File: src/rtl/symbol_sequencer_pkg.sv
// Shared state encodings, symbol width and sizing helper for the symbol sequencer.
package symbol_sequencer_pkg;

   localparam int SYM_W = 2;

   typedef enum logic [1:0] {
      ST_IDLE   = 2'd0,
      ST_LOADED = 2'd1,
      ST_RUN    = 2'd2,
      ST_DONE   = 2'd3
   } state_t;

   // Ceiling log2, floored at 1 so a counter never collapses to zero width.
   function automatic int clog2(input int n);
      int r;
      r = 0;
      while ((1 << r) < n) r = r + 1;
      return (r < 1) ? 1 : r;
   endfunction

endpackage

File: src/rtl/symbol_sequencer_dwell_timer.sv
// Loadable dwell down-counter; tc_o flags the final held cycle of a symbol.
// Load takes effect on the next edge; en_i low freezes the count.
module dwell_timer
   import symbol_sequencer_pkg::*;
#(
   parameter int W = 2
) (
   input  logic         clk,
   input  logic         res,
   input  logic         clr_i,
   input  logic         load_i,
   input  logic [W-1:0] val_i,
   input  logic         en_i,
   output logic         tc_o
);

   logic [W-1:0] cnt_q;

   always_ff @(posedge clk) begin
      if (!res) begin
         cnt_q <= '0;
      end else if (clr_i) begin
         cnt_q <= '0;
      end else if (load_i) begin
         cnt_q <= val_i;
      end else if (en_i && (cnt_q != '0)) begin
         cnt_q <= cnt_q - 1'b1;
      end
   end

   assign tc_o = (cnt_q == '0);

endmodule

File: src/rtl/symbol_sequencer.sv
// Replays a captured word MSB-first as 2-bit symbols, each held DWELL clocks.
// First symbol one clock after start; stall freezes the stream in place.
module symbol_sequencer
   import symbol_sequencer_pkg::*;
#(
   parameter  int WIDTH = 18,
   parameter  int DWELL = 4,
   localparam int NSYM  = WIDTH / 2,
   localparam int IDX_W = clog2(NSYM)
) (
   input  logic               clk,
   input  logic               res,
   input  logic               load,
   input  logic [WIDTH-1:0]   din,
   input  logic               start,
   input  logic               loop_en,
   input  logic               stall,
   input  logic               abort,
   output logic [SYM_W-1:0]   a,
   output logic               a_valid,
   output logic               busy,
   output logic               done,
   output logic [IDX_W-1:0]   idx
);

   localparam int DW_W = clog2(DWELL);
   localparam int LAST = NSYM - 1;

   state_t             state_q;
   logic [WIDTH-1:0]   word_q;
   logic [SYM_W-1:0]   a_q;
   logic               a_valid_q;
   logic               busy_q;
   logic               done_q;
   logic [IDX_W-1:0]   idx_q;

   logic [IDX_W-1:0]   idx_d;
   logic [WIDTH-1:0]   word_shift;
   logic [SYM_W-1:0]   sym_first;
   logic [SYM_W-1:0]   sym_d;
   logic               last;
   logic               tc;
   logic               start_ok;
   logic               adv;
   logic               tmr_load;
   logic               tmr_en;

   // Word register is never shifted; the symbol is picked by index so loop and replay reuse it.
   assign last       = (idx_q == IDX_W'(LAST));
   assign idx_d      = last ? '0 : idx_q + 1'b1;
   assign word_shift = word_q << (SYM_W * idx_d);
   assign sym_d      = word_shift[WIDTH-1 -: SYM_W];
   assign sym_first  = word_q[WIDTH-1 -: SYM_W];

   always_comb begin
      start_ok = 1'b0;
      adv      = 1'b0;
      if (!abort) begin
         if (((state_q == ST_LOADED) || (state_q == ST_DONE)) && !load && start) begin
            start_ok = 1'b1;
         end
         if ((state_q == ST_RUN) && !stall && tc) begin
            adv = 1'b1;
         end
      end
   end

   assign tmr_load = start_ok || (adv && (!last || loop_en));
   assign tmr_en   = (state_q == ST_RUN) && !stall && !abort;

   dwell_timer #(
      .W (DW_W)
   ) u_dwell (
      .clk    (clk),
      .res    (res),
      .clr_i  (abort),
      .load_i (tmr_load),
      .val_i  (DW_W'(DWELL - 1)),
      .en_i   (tmr_en),
      .tc_o   (tc)
   );

   always_ff @(posedge clk) begin
      if (!res) begin
         state_q   <= ST_IDLE;
         word_q    <= '0;
         a_q       <= '0;
         a_valid_q <= 1'b0;
         busy_q    <= 1'b0;
         done_q    <= 1'b0;
         idx_q     <= '0;
      end else begin
         done_q <= 1'b0;
         if (abort) begin
            state_q   <= ST_IDLE;
            word_q    <= '0;
            a_q       <= '0;
            a_valid_q <= 1'b0;
            busy_q    <= 1'b0;
            idx_q     <= '0;
         end else begin
            case (state_q)
               ST_IDLE: begin
                  if (load) begin
                     word_q  <= din;
                     state_q <= ST_LOADED;
                  end
               end
               ST_LOADED, ST_DONE: begin
                  if (load) begin
                     word_q  <= din;
                     state_q <= ST_LOADED;
                  end else if (start) begin
                     state_q   <= ST_RUN;
                     a_q       <= sym_first;
                     a_valid_q <= 1'b1;
                     busy_q    <= 1'b1;
                     idx_q     <= '0;
                  end
               end
               ST_RUN: begin
                  if (adv) begin
                     if (!last || loop_en) begin
                        idx_q <= idx_d;
                        a_q   <= sym_d;
                     end else begin
                        state_q   <= ST_DONE;
                        a_q       <= '0;
                        a_valid_q <= 1'b0;
                        busy_q    <= 1'b0;
                        done_q    <= 1'b1;
                        idx_q     <= '0;
                     end
                  end
               end
               default: begin
                  state_q <= ST_IDLE;
               end
            endcase
         end
      end
   end

   assign a       = a_q;
   assign a_valid = a_valid_q;
   assign busy    = busy_q;
   assign done    = done_q;
   assign idx     = idx_q;

endmodule

File: config.mk
export PLATFORM = sky130hd
export DESIGN_NAME = symbol_sequencer
export DESIGN_NICKNAME = d
export VERILOG_FILES = /design/src/rtl/symbol_sequencer_pkg.sv /design/src/rtl/symbol_sequencer_dwell_timer.sv /design/src/rtl/symbol_sequencer.sv
export SDC_FILE = /design/constraint.sdc
export NUM_CORES = 1
export LEC_CHECK = 0
export ABC_AREA = 0
export CORE_MARGIN = 5
export CORE_UTILIZATION = 50
export CTS_CLUSTER_DIAMETER = 40
export DETAILED_ROUTE_END_ITERATION = 8
export PLACE_DENSITY = 0.77
export SLEW_MARGIN = 20
export SYNTH_ARGS = -nofsm -noshare
export SYNTH_HDL_FRONTEND = slang
export SYNTH_SLANG_ARGS = --single-unit
File: constraint.sdc
create_clock -name clk -period 2.5 [get_ports clk]
set_clock_uncertainty 0.05 [all_clocks]
set_input_delay 0.25 -clock clk [delete_from_list [all_inputs] [get_ports clk]]
set_output_delay 0.25 -clock clk [all_outputs]
set_load 0.05 [all_outputs]
# Yosys cells after proc, flatten, opt, wreduce, memory -nomap -nowiden
# Cells that the tools add are included.
# totals
wordCells	79
register_bits	30
# classes
reduce_logical	27
n_mux	29
eq_ne	10
n_addsub	2
bitwise_logic	3
n_shift	1
# ops
cell	count
$mux 2	11
$mux 4	5
$shl 18x5->18	1
$ne 2x2->1 const B	5
$mux 1	9
$pmux 4 s2	1
$reduce_and 4->1	2
$logic_and 1x1->1	7
$pmux 2 s3	1
$reduce_bool 2->1	3
$reduce_and 5->1	1
$add 4x1->4 const B	1
$eq 2x2->1 const B	2
$eq 4x4->1 const B	1
$logic_not 1->1	4
$logic_not 2->1	2
$pmux 2 s2	1
$reduce_or 2->1	2
$reduce_or 4->1	1
$logic_or 1x1->1	3
$ne 3x3->1 const B	1
$not 1->1	3
$reduce_or 3->1	1
$eq 2x1->1 const B	1
3 further kinds	3

# Logic depth before layout (Yosys ltp)
# Gate-level depths: netlist of the first run.
# logic_depth
depth_word	8
mapped_depth	8
ltp_nobuf	7

# By module
# A second synthesis of the first run with hierarchy kept.
# hier_totals
cells_unflattened	181
area_unflattened_um2	1488.9
# modules_own_cells
mod	seq_area_each_um2	instances	cells_per_inst	area_per_inst_um2
symbol_sequencer	560.5	1	166	1356.3
dwell_timer	40.0	1	15	132.6

# Least setup slack after synthesis of the first run
# Ideal clock, no wire load.
# synth_path
path_kind	register to register
start	reg idx_q[0] (netlist: idx[0])
end	reg a_q[0] (netlist: a[0])
stages_incl_launch_ff	7
setup_ns	0.135
required_time_ns	2.315
arrival_time_ns	2.183
period_less_slack_ns	2.368
path_buffers	0
setup_slack_ns	0.132
path_cell_list	dfxtp_1 > inv_1 > ha_1 > inv_1 > mux4_1 > mux2i_1 > a2111oi_2
# synth_between
elab_chain_cells	6
elab_cells_between_ends	9
classes_between	1 x add/sub; 1 x eq/ne; 1 x shift; 4 x mux; 2 x reduce/logical
# synth_rtl
item	line	text
from (decl)	symbol_sequencer.sv:35	logic [IDX_W-1:0] idx_q;
from (signal assigned)	symbol_sequencer.sv:124	idx_q <= idx_d;
$add 4x1->4 / $eq 4x4->1 (equally long branches)	symbol_sequencer.sv:50, symbol_sequencer.sv:49	
$mux 4 / $logic_not 1->1 (equally long branches)	symbol_sequencer.sv:50, symbol_sequencer.sv:123	
$shl 18x5->18 / $logic_or 1x1->1 (equally long branches)	symbol_sequencer.sv:51, symbol_sequencer.sv:123	
$mux 2 (*)	symbol_sequencer.sv:123	if (!last || loop_en) begin
$mux 2 (*)	symbol_sequencer.sv:122	if (adv) begin
$pmux 2 s2 (*)	symbol_sequencer.sv:102	case (state_q)
to (signal assigned)	symbol_sequencer.sv:115	a_q <= sym_first;
to (signal assigned)	symbol_sequencer.sv:125	a_q <= sym_d;
to (decl)	symbol_sequencer.sv:31	logic [SYM_W-1:0] a_q;
# Mark *: on every way between the ends. The rest lies on a longest branch, timed or not. The select of a mux whose other input is x is not followed.
# A chain may end at the register's enable or synchronous reset.

# Worst setup path in the final report of the first run
# layout_path
start	reg idx_q[1] (netlist: idx[1])
end	reg a_q[0] (netlist: a[0])
# The elaborated chain is that of the path after synthesis.

==> flow_results.xml, run 1 <==
<?xml version="1.0" encoding="UTF-8"?>
<metrics>
  <group name="setup_path">
    <metric name="critPathArrivalTime" unit="ns">2.12</metric>
    <metric name="timing.critical_path.from_type" unit="">register</metric>
    <metric name="timing.critical_path.fanout_max" unit="">6</metric>
    <metric name="setup.reg_to_reg.worst_slack" unit="ns">0.53</metric>
    <metric name="timing.setup.critical_path_class" unit="">register to register</metric>
    <metric name="required" unit="ns">2.65</metric>
    <metric name="crit_path_end_kind" unit="">register</metric>
  </group>
  <group name="timing">
    <metric name="fmax" unit="MHz">506</metric>
    <metric name="total_negative_slack" unit="ns">0</metric>
    <metric name="setup_viol_count_final" unit="">0</metric>
    <metric name="rsz0062_at_grt" unit="">no</metric>
    <metric name="slew_violations" unit="">0</metric>
    <metric name="worst-slew-pin-transition" unit="ns">0.665</metric>
    <metric name="relSlewSlack" unit="">0.557</metric>
    <metric name="final_hold_viols" unit="">0</metric>
    <metric name="finalWorstPathRequiredPeriod" unit="ns">1.97</metric>
    <metric name="final_min_period_over_clock_period" unit="">0.790</metric>
    <metric name="fin_worst_hold_slack" unit="ns">0.411</metric>
  </group>
  <group name="power">
    <metric name="net-switching-power" unit="uW">214</metric>
    <metric name="sw_frac_of_total" unit="">0.226</metric>
    <metric name="internal_power" unit="uW">734</metric>
    <metric name="ir_worst_vdd" unit="uV">396</metric>
    <metric name="total_leakage_power" unit="uW">0.000701</metric>
    <metric name="power_density" unit="mW/mm2">488</metric>
    <metric name="sequential_group_share_of_total_power" unit="">0.524</metric>
    <metric name="power.clock.fraction" unit="">0.372</metric>
    <metric name="pwr-share-comb" unit="">0.104</metric>
  </group>
  <group name="route">
    <metric name="met2_length" unit="um">1670</metric>
    <metric name="route.met3.wl" unit="um">182</metric>
    <metric name="detailedRoute.firstPassIterationCount" unit="">4</metric>
    <metric name="detail_route.drc_violations" unit="">0</metric>
    <metric name="m1WireLength" unit="um">1560</metric>
    <metric name="postRouteAntennaNets" unit="">0</metric>
    <metric name="vias" unit="">1367</metric>
    <metric name="via_per_inst" unit="">5.51</metric>
    <metric name="top_layer_used" unit="">met4</metric>
    <metric name="first_iter_violations" unit="">72</metric>
    <metric name="route.detailed.wl_per_inst" unit="um">14.1</metric>
    <metric name="totalWireLength" unit="um">3510</metric>
  </group>
  <group name="yosys">
    <metric name="synth_top_cells_by_area" unit="">dfxtp_1 (39%), nand2_1 (11%), a21oi_1 (9.5%)</metric>
    <metric name="fraction_of_the_mapped_netlist_area_in_compound_gates" unit="">0.205</metric>
    <metric name="muxShareOfSynthArea" unit="">0.0644</metric>
    <metric name="synthDistinctLibCells" unit="">43</metric>
    <metric name="synth_top_family_by_area" unit="">simple AND/OR/NAND/NOR gates</metric>
    <metric name="post_synth_and_or_nand_nor_area_fraction" unit="">0.258</metric>
    <metric name="synth_warnings" unit="">0</metric>
    <metric name="syn-num-nets" unit="">209</metric>
    <metric name="synthCells" unit="">181</metric>
    <metric name="synthXorXnorAreaFrac" unit="">0.00571</metric>
    <metric name="synthesis.area" unit="mm2">0.00153</metric>
    <metric name="synth_sequential_area_ratio" unit="">0.392</metric>
    <metric name="yosys.area.top_type_share" unit="">0.392</metric>
    <metric name="post_synth_fa_ha_maj_area_fraction" unit="">0.0245</metric>
    <metric name="synthesis.area_per_instance" unit="um2">8.47</metric>
    <metric name="yosys_register_bits" unit="">30</metric>
    <metric name="netlist.top_cell.by_area" unit="">dfxtp_1</metric>
  </group>
  <group name="clock_tree">
    <metric name="cts.htree.levels" unit="">2</metric>
    <metric name="clkSlewWorstSetupHoldPaths" unit="ns">0.09</metric>
    <metric name="cts-buffers-inserted" unit="">5</metric>
    <metric name="cts-root-to-sink-buffers" unit="">2</metric>
    <metric name="cts.hold.buffers_added" unit="">0</metric>
    <metric name="cts_repair_resize_count" unit="">0</metric>
    <metric name="clock-sinks" unit="">30</metric>
    <metric name="worstSkewPairLatency" unit="ns">0.32</metric>
    <metric name="clock_tree.root_cell" unit="">clkbuf_4</metric>
    <metric name="cts_tree" unit="">done</metric>
    <metric name="cts.repair_timing.setup_buffer_count" unit="">0</metric>
  </group>
  <group name="cells_and_area">
    <metric name="synthToLayoutAreaGrowth" unit="%">26.7</metric>
    <metric name="register_area" unit="um2">601</metric>
    <metric name="antenna_cells" unit="">0</metric>
    <metric name="nets" unit="">242</metric>
    <metric name="num-fill-cells" unit="">242</metric>
    <metric name="multi_input_comb_area" unit="um2">855</metric>
    <metric name="final_cell_count_no_fill" unit="">248</metric>
    <metric name="layout-drive-gt1-share" unit="">0.0930</metric>
  </group>
  <group name="global_routing">
    <metric name="grt_remaining_overflow" unit="">0</metric>
    <metric name="grt_start_max_net_pins" unit="">21</metric>
    <metric name="grt_use_total" unit="">0.180</metric>
    <metric name="number_of_global_route_vias_before_repair" unit="">1304</metric>
    <metric name="first_pass_grt_wire_length" unit="um">5920</metric>
    <metric name="antenna_found_initial" unit="">0</metric>
  </group>
  <group name="run_status">
    <metric name="run_status" unit="">finished, final reports clean</metric>
  </group>
  <group name="placement">
    <metric name="numPortBuffers" unit="">33</metric>
    <metric name="post-place-cells" unit="">240</metric>
    <metric name="gpl.final_weighted_congestion" unit="">0.940</metric>
    <metric name="placed_wire_length_estimate" unit="um">2600</metric>
  </group>
  <group name="floorplanning">
    <metric name="fp.coreArea" unit="mm2">0.00300</metric>
    <metric name="fp.dieArea" unit="mm2">0.00428</metric>
    <metric name="fp.dieW" unit="um">65.4</metric>
    <metric name="row_count" unit="">20</metric>
    <metric name="initial_utilization" unit="">0.511</metric>
    <metric name="io_pins" unit="">34</metric>
    <metric name="fp.dieH" unit="um">65.4</metric>
  </group>
  <group name="min_path">
    <metric name="hold_path_class" unit="">register to register</metric>
  </group>
  <group name="run">
    <metric name="max_cap_viol_count" unit="">0</metric>
  </group>
</metrics>
[layout by cell type, fill, tap and decap left out, drive strengths merged, types with 4 or more instances in the layout]
cell type / synthesis / layout
o21ai: 5 / 5
clkdlybuf4s50: 0 / 33
a21oi: 29 / 29
nand2b: 4 / 4
inv: 6 / 6
nor2: 11 / 11
dfxtp: 30 / 30
clkbuf: 3 / 8
nand2: 44 / 44
[cell families after synthesis]
| family | Yosys count |
|---|---|
| AOI/OAI and AO/OA | 49 |
| xor gates and xnor gates | 1 |
| adders and majority gates | 3 |
| buffers and inverters | 15 |
| DFF | 30 |
| muxes | 5 |
| and+or+nand+nor | 78 |
[final timing paths]
check / start / end / cells after the start
worst max-delay path: idx[1] / a[0] / 6
worst min-delay path: word_q[3] / word_q[3] / 2
worst max register to register: idx[1] / a[0] / 6
worst min register to register: word_q[3] / word_q[3] / 2
[layout make-up]
class	instances	area share
clock buffer	8	0.0406
timing repair buffer	35	0.178
sequential	30	0.309
inverter	6	0.0116
tap	33	0.0212
multi-input combinational	136	0.440
[power by group through the flow]
stage	combinational [uW]	clock (uW)	sequential (uW)
after floorplan	50.4	0	506
after global placement	95.2	0	507
after detailed placement	98.0	0	508
after CTS	98.5	361	497
after global routing	107	382	499
final	98.1	353	497
[sequential cells by signal (all words and copies together) (netlist names), named ones only]
signal and cells:
busy 1, word_q 18, idx 4, u_dwell.cnt_q 2, done 1, state_q 1
a 2
[synth_stat cells]
cell type / number
nand2_1: 44
dfxtp_1: 30
a21oi_1: 29
nor2_1: 10
inv_1: 6
nand2b_1: 4
buf_2: 3
clkbuf_1: 3
ha_1: 3
mux4_1: 3
nand3_1: 3
o21ai_0: 3
a211oi_1: 2
a311oi_1: 2
and2_1: 2
buf_6: 2
mux2i_1: 2
nand3b_1: 2
nor3b_1: 2
nor4_1: 2
o31ai_1: 2
a2111oi_2: 1
a211o_1: 1
a21boi_2: 1
a2bb2oi_1: 1
and2_4: 1
and3b_4: 1
buf_4: 1
nand4b_1: 1
nor2_4: 1
nor2b_1: 1
nor3_2: 1
nor4b_4: 1
o21a_1: 1
o21ai_1: 1
o21ai_2: 1
o21bai_1: 1
o221ai_2: 1
o22a_1: 1
o311a_1: 1
or2_4: 1
or2b_1: 1
xnor2_1: 1
[through the flow]
stage | area [um2] | power, uW | setup WS, ns | util
2_1_floorplan | 1530 | 556 | 0.132 | -
3_3_place_gp | 1860 | 603 | 0.586 | 0.621
3_5_place_dp | 1860 | 606 | 0.530 | 0.621
4_1_cts | 1940 | 956 | 0.531 | 0.647
5_1_grt | 1940 | 988 | 0.397 | 0.647
6_report | 1940 | 948 | 0.526 | 0.647
[metal layers]
layer | GRT usage | vias to the layer above
li1 | - | 700
met1 | 0.217 | 620
met2 | 0.292 | 36
met3 | 0.0547 | 11
met4 | 0.0881 | 0
met5 | 0 | -
[worst max-delay path, cell delays in order (launching register included)]
cell and delay [ns]:
dfxtp_1 0.42, inv_1 0.07, ha_1 0.32, inv_1 0.16, mux4_1 0.56, mux2i_1 0.19, a2111oi_2 0.09
No activity file was read; power rests on OpenSTA's default activity.
==> run 2: changes to the inputs <==
CORE_UTILIZATION = 45   (was 50)
PLACE_DENSITY = 0.73   (was 0.77)
clock period = 1.8 ns   (was 2.5 ns; I/O delays follow)
==> run 2 against run 1 <==
Effect of this change:
- final cell count up 10%
- highest routed layer unchanged
- cell area is 8.4% higher
- core utilization down 1.1 points
- critical path type unchanged
==> flow_results.xml, run 2 (synthesized netlist as in run 1, its figures left out) <==
<?xml version="1.0" encoding="UTF-8"?>
<metrics>
  <group name="run_status">
    <metric name="run_status" unit="">finished, final reports clean</metric>
  </group>
  <group name="setup_path">
    <metric name="critPathTopFamily" unit="">compound AO/OA/AOI/OAI gates</metric>
    <metric name="critical_path.cell_chain" unit="">inv_4 &gt; ha_4 &gt; and3b_4 &gt; nor2_4 &gt; mux2i_1 &gt; o311a_1 &gt; a211oi_1</metric>
    <metric name="crit_buf_inv" unit="">1</metric>
    <metric name="cpMaxStageDelayCell" unit="">dfxtp_4</metric>
    <metric name="timing.critical_path.from_type" unit="">register</metric>
    <metric name="maximum_cell_stage_delay_along_the_critical_path" unit="ns">0.40</metric>
    <metric name="critPathArrivalTime" unit="ns">1.98</metric>
    <metric name="required" unit="ns">1.98</metric>
    <metric name="timing.critical_path.fanout_max" unit="">5</metric>
    <metric name="crit_path_end_kind" unit="">register</metric>
    <metric name="timing.setup.critical_path_class" unit="">register to register</metric>
  </group>
  <group name="floorplanning">
    <metric name="fp.coreArea" unit="mm2">0.00331</metric>
    <metric name="io_pins" unit="">34</metric>
    <metric name="fp.dieArea" unit="mm2">0.00468</metric>
    <metric name="row_count" unit="">21</metric>
    <metric name="fp.dieH" unit="um">68.4</metric>
    <metric name="fp.dieW" unit="um">68.4</metric>
    <metric name="initial_utilization" unit="">0.463</metric>
  </group>
  <group name="placement">
    <metric name="numPortBuffers" unit="">33</metric>
    <metric name="post-place-cells" unit="">262</metric>
    <metric name="gpl.final_weighted_congestion" unit="">0.830</metric>
    <metric name="placed_wire_length_estimate" unit="um">2990</metric>
  </group>
  <group name="route">
    <metric name="detail_route.drc_violations" unit="">0</metric>
    <metric name="vias" unit="">1464</metric>
    <metric name="detailedRoute.firstPassIterationCount" unit="">6</metric>
    <metric name="totalWireLength" unit="um">3960</metric>
    <metric name="via_per_inst" unit="">5.34</metric>
    <metric name="route.detailed.wl_per_inst" unit="um">14.5</metric>
    <metric name="first_iter_violations" unit="">144</metric>
    <metric name="postRouteAntennaNets" unit="">0</metric>
  </group>
  <group name="cells_and_area">
    <metric name="multi_input_comb_area" unit="um2">900</metric>
    <metric name="regMostFlops" unit="">word_q</metric>
    <metric name="antenna_cells" unit="">0</metric>
    <metric name="largest_register_ff_count" unit="">18</metric>
    <metric name="leading_cell_type_in_the_layout_fill_and_taps_excluded" unit="">nand2_1</metric>
    <metric name="synthToLayoutAreaGrowth" unit="%">37.4</metric>
    <metric name="most-common-layout-cells" unit="">nand2_1 (44), a21oi_1 (28), dfxtp_1 (27), clkdlybuf4s50_1 (27), buf_4 (16)</metric>
    <metric name="num-fill-cells" unit="">328</metric>
    <metric name="final_cell_count_no_fill" unit="">274</metric>
    <metric name="nets" unit="">255</metric>
    <metric name="layout-drive-gt1-share" unit="">0.215</metric>
    <metric name="register_area" unit="um2">609</metric>
  </group>
  <group name="run">
    <metric name="max_cap_viol_count" unit="">0</metric>
  </group>
  <group name="timing">
    <metric name="relSlewSlack" unit="">0.666</metric>
    <metric name="setup_viol_count_final" unit="">0</metric>
    <metric name="final_hold_viols" unit="">0</metric>
    <metric name="rsz0062_at_grt" unit="">yes</metric>
    <metric name="slew_violations" unit="">0</metric>
    <metric name="final_min_period_over_clock_period" unit="">0.999</metric>
    <metric name="finalWorstPathRequiredPeriod" unit="ns">1.80</metric>
    <metric name="worst-slew-pin-transition" unit="ns">0.501</metric>
    <metric name="fmax" unit="MHz">556</metric>
    <metric name="fin_worst_hold_slack" unit="ns">0.346</metric>
  </group>
  <group name="min_path">
    <metric name="hold_path_class" unit="">primary input to register</metric>
  </group>
  <group name="clock_tree">
    <metric name="cts_tree" unit="">done</metric>
    <metric name="clkSlewWorstSetupHoldPaths" unit="ns">0.09</metric>
    <metric name="clock_tree.root_cell" unit="">clkbuf_4</metric>
    <metric name="cts.htree.levels" unit="">2</metric>
    <metric name="cts-buffers-inserted" unit="">5</metric>
    <metric name="cts.hold.buffers_added" unit="">0</metric>
    <metric name="clock-sinks" unit="">30</metric>
    <metric name="worstSkewPairLatency" unit="ns">0.32</metric>
    <metric name="cts-root-to-sink-buffers" unit="">2</metric>
  </group>
  <group name="global_routing">
    <metric name="number_of_global_route_vias_before_repair" unit="">1474</metric>
    <metric name="globalRouteMet2Util" unit="">0.324</metric>
    <metric name="antenna_found_initial" unit="">0</metric>
    <metric name="grt.busiest_layer" unit="">met2</metric>
    <metric name="grt_start_max_net_pins" unit="">21</metric>
    <metric name="globalRouteMet1Util" unit="">0.213</metric>
    <metric name="grt_use_total" unit="">0.189</metric>
    <metric name="gr-usage-met3" unit="">0.0640</metric>
    <metric name="first_pass_grt_wire_length" unit="um">6510</metric>
    <metric name="grt_remaining_overflow" unit="">0</metric>
  </group>
  <group name="power">
    <metric name="total_leakage_power" unit="uW">0.000803</metric>
    <metric name="power_density" unit="mW/mm2">597</metric>
    <metric name="ir_worst_vdd" unit="uV">449</metric>
    <metric name="post-layout-total-power" unit="uW">1260</metric>
  </group>
</metrics>
[run 2: path summary, 6_finish.rpt]
check | startpoint | slack (ns) | depth (start not counted) | endpoint
min reg2reg | word_q[5] | 0.41 | 2 | word_q[5]
max reg2reg | idx[0] | 0.001 | 7 | a[1]
min | din[11] | 0.35 | 3 | word_q[11]
max | idx[0] | 0.001 | 7 | a[1]
[run 2: per-stage QoR]
step	setup slack [ns]	instance area [um2]	utilization	setup TNS (ns)
final	0.00113	2110	0.636	0
after global routing	-0.0393	2110	0.636	-0.0767
after CTS	0.0176	2040	0.616	0
after detailed placement	-0.129	1980	0.599	-0.388
after global placement	0.0498	1980	0.599	0
after floorplan	0.00317	1560	-	0
[run 2: routing by layer]
metal  vias up  routed length, um
met4         0                 86
met1       682               1670
met3        11                203
met5         -                  0
met2        49               2000
li1        722                  -
[run 2: power breakdown]
group          leakage, uW  total, uW  internal, uW  switching (uW)
logic             0.000522        151          84.2            66.7
registers         0.000246        687           676            11.2
clock network    0.0000353        419           189             230
[run 2: repair_timing]
item,in CTS,in global routing
pin swaps,0,5
gates resized for setup,2,12
endpoints found under the hold margin,0,0
buffers inserted,0,4
endpoints found under the setup margin,2,4
[run 2: area by class of cell]
type / count / share of cell area
clock buffers: 7 / 0.0261
flip-flops and latches: 30 / 0.289
repair buffers: 48 / 0.215
multi-input cells: 136 / 0.427
clock inverters: 1 / 0.00238
well taps: 46 / 0.0273
inverters: 6 / 0.0131
[run 2: worst register-to-register path, stage by stage, from the launching register on]
cell and delay (ns):
dfxtp_4 0.40, inv_4 0.04, ha_4 0.16, and3b_4 0.21
nor2_4 0.18, mux2i_1 0.10, o311a_1 0.30, a211oi_1 0.27
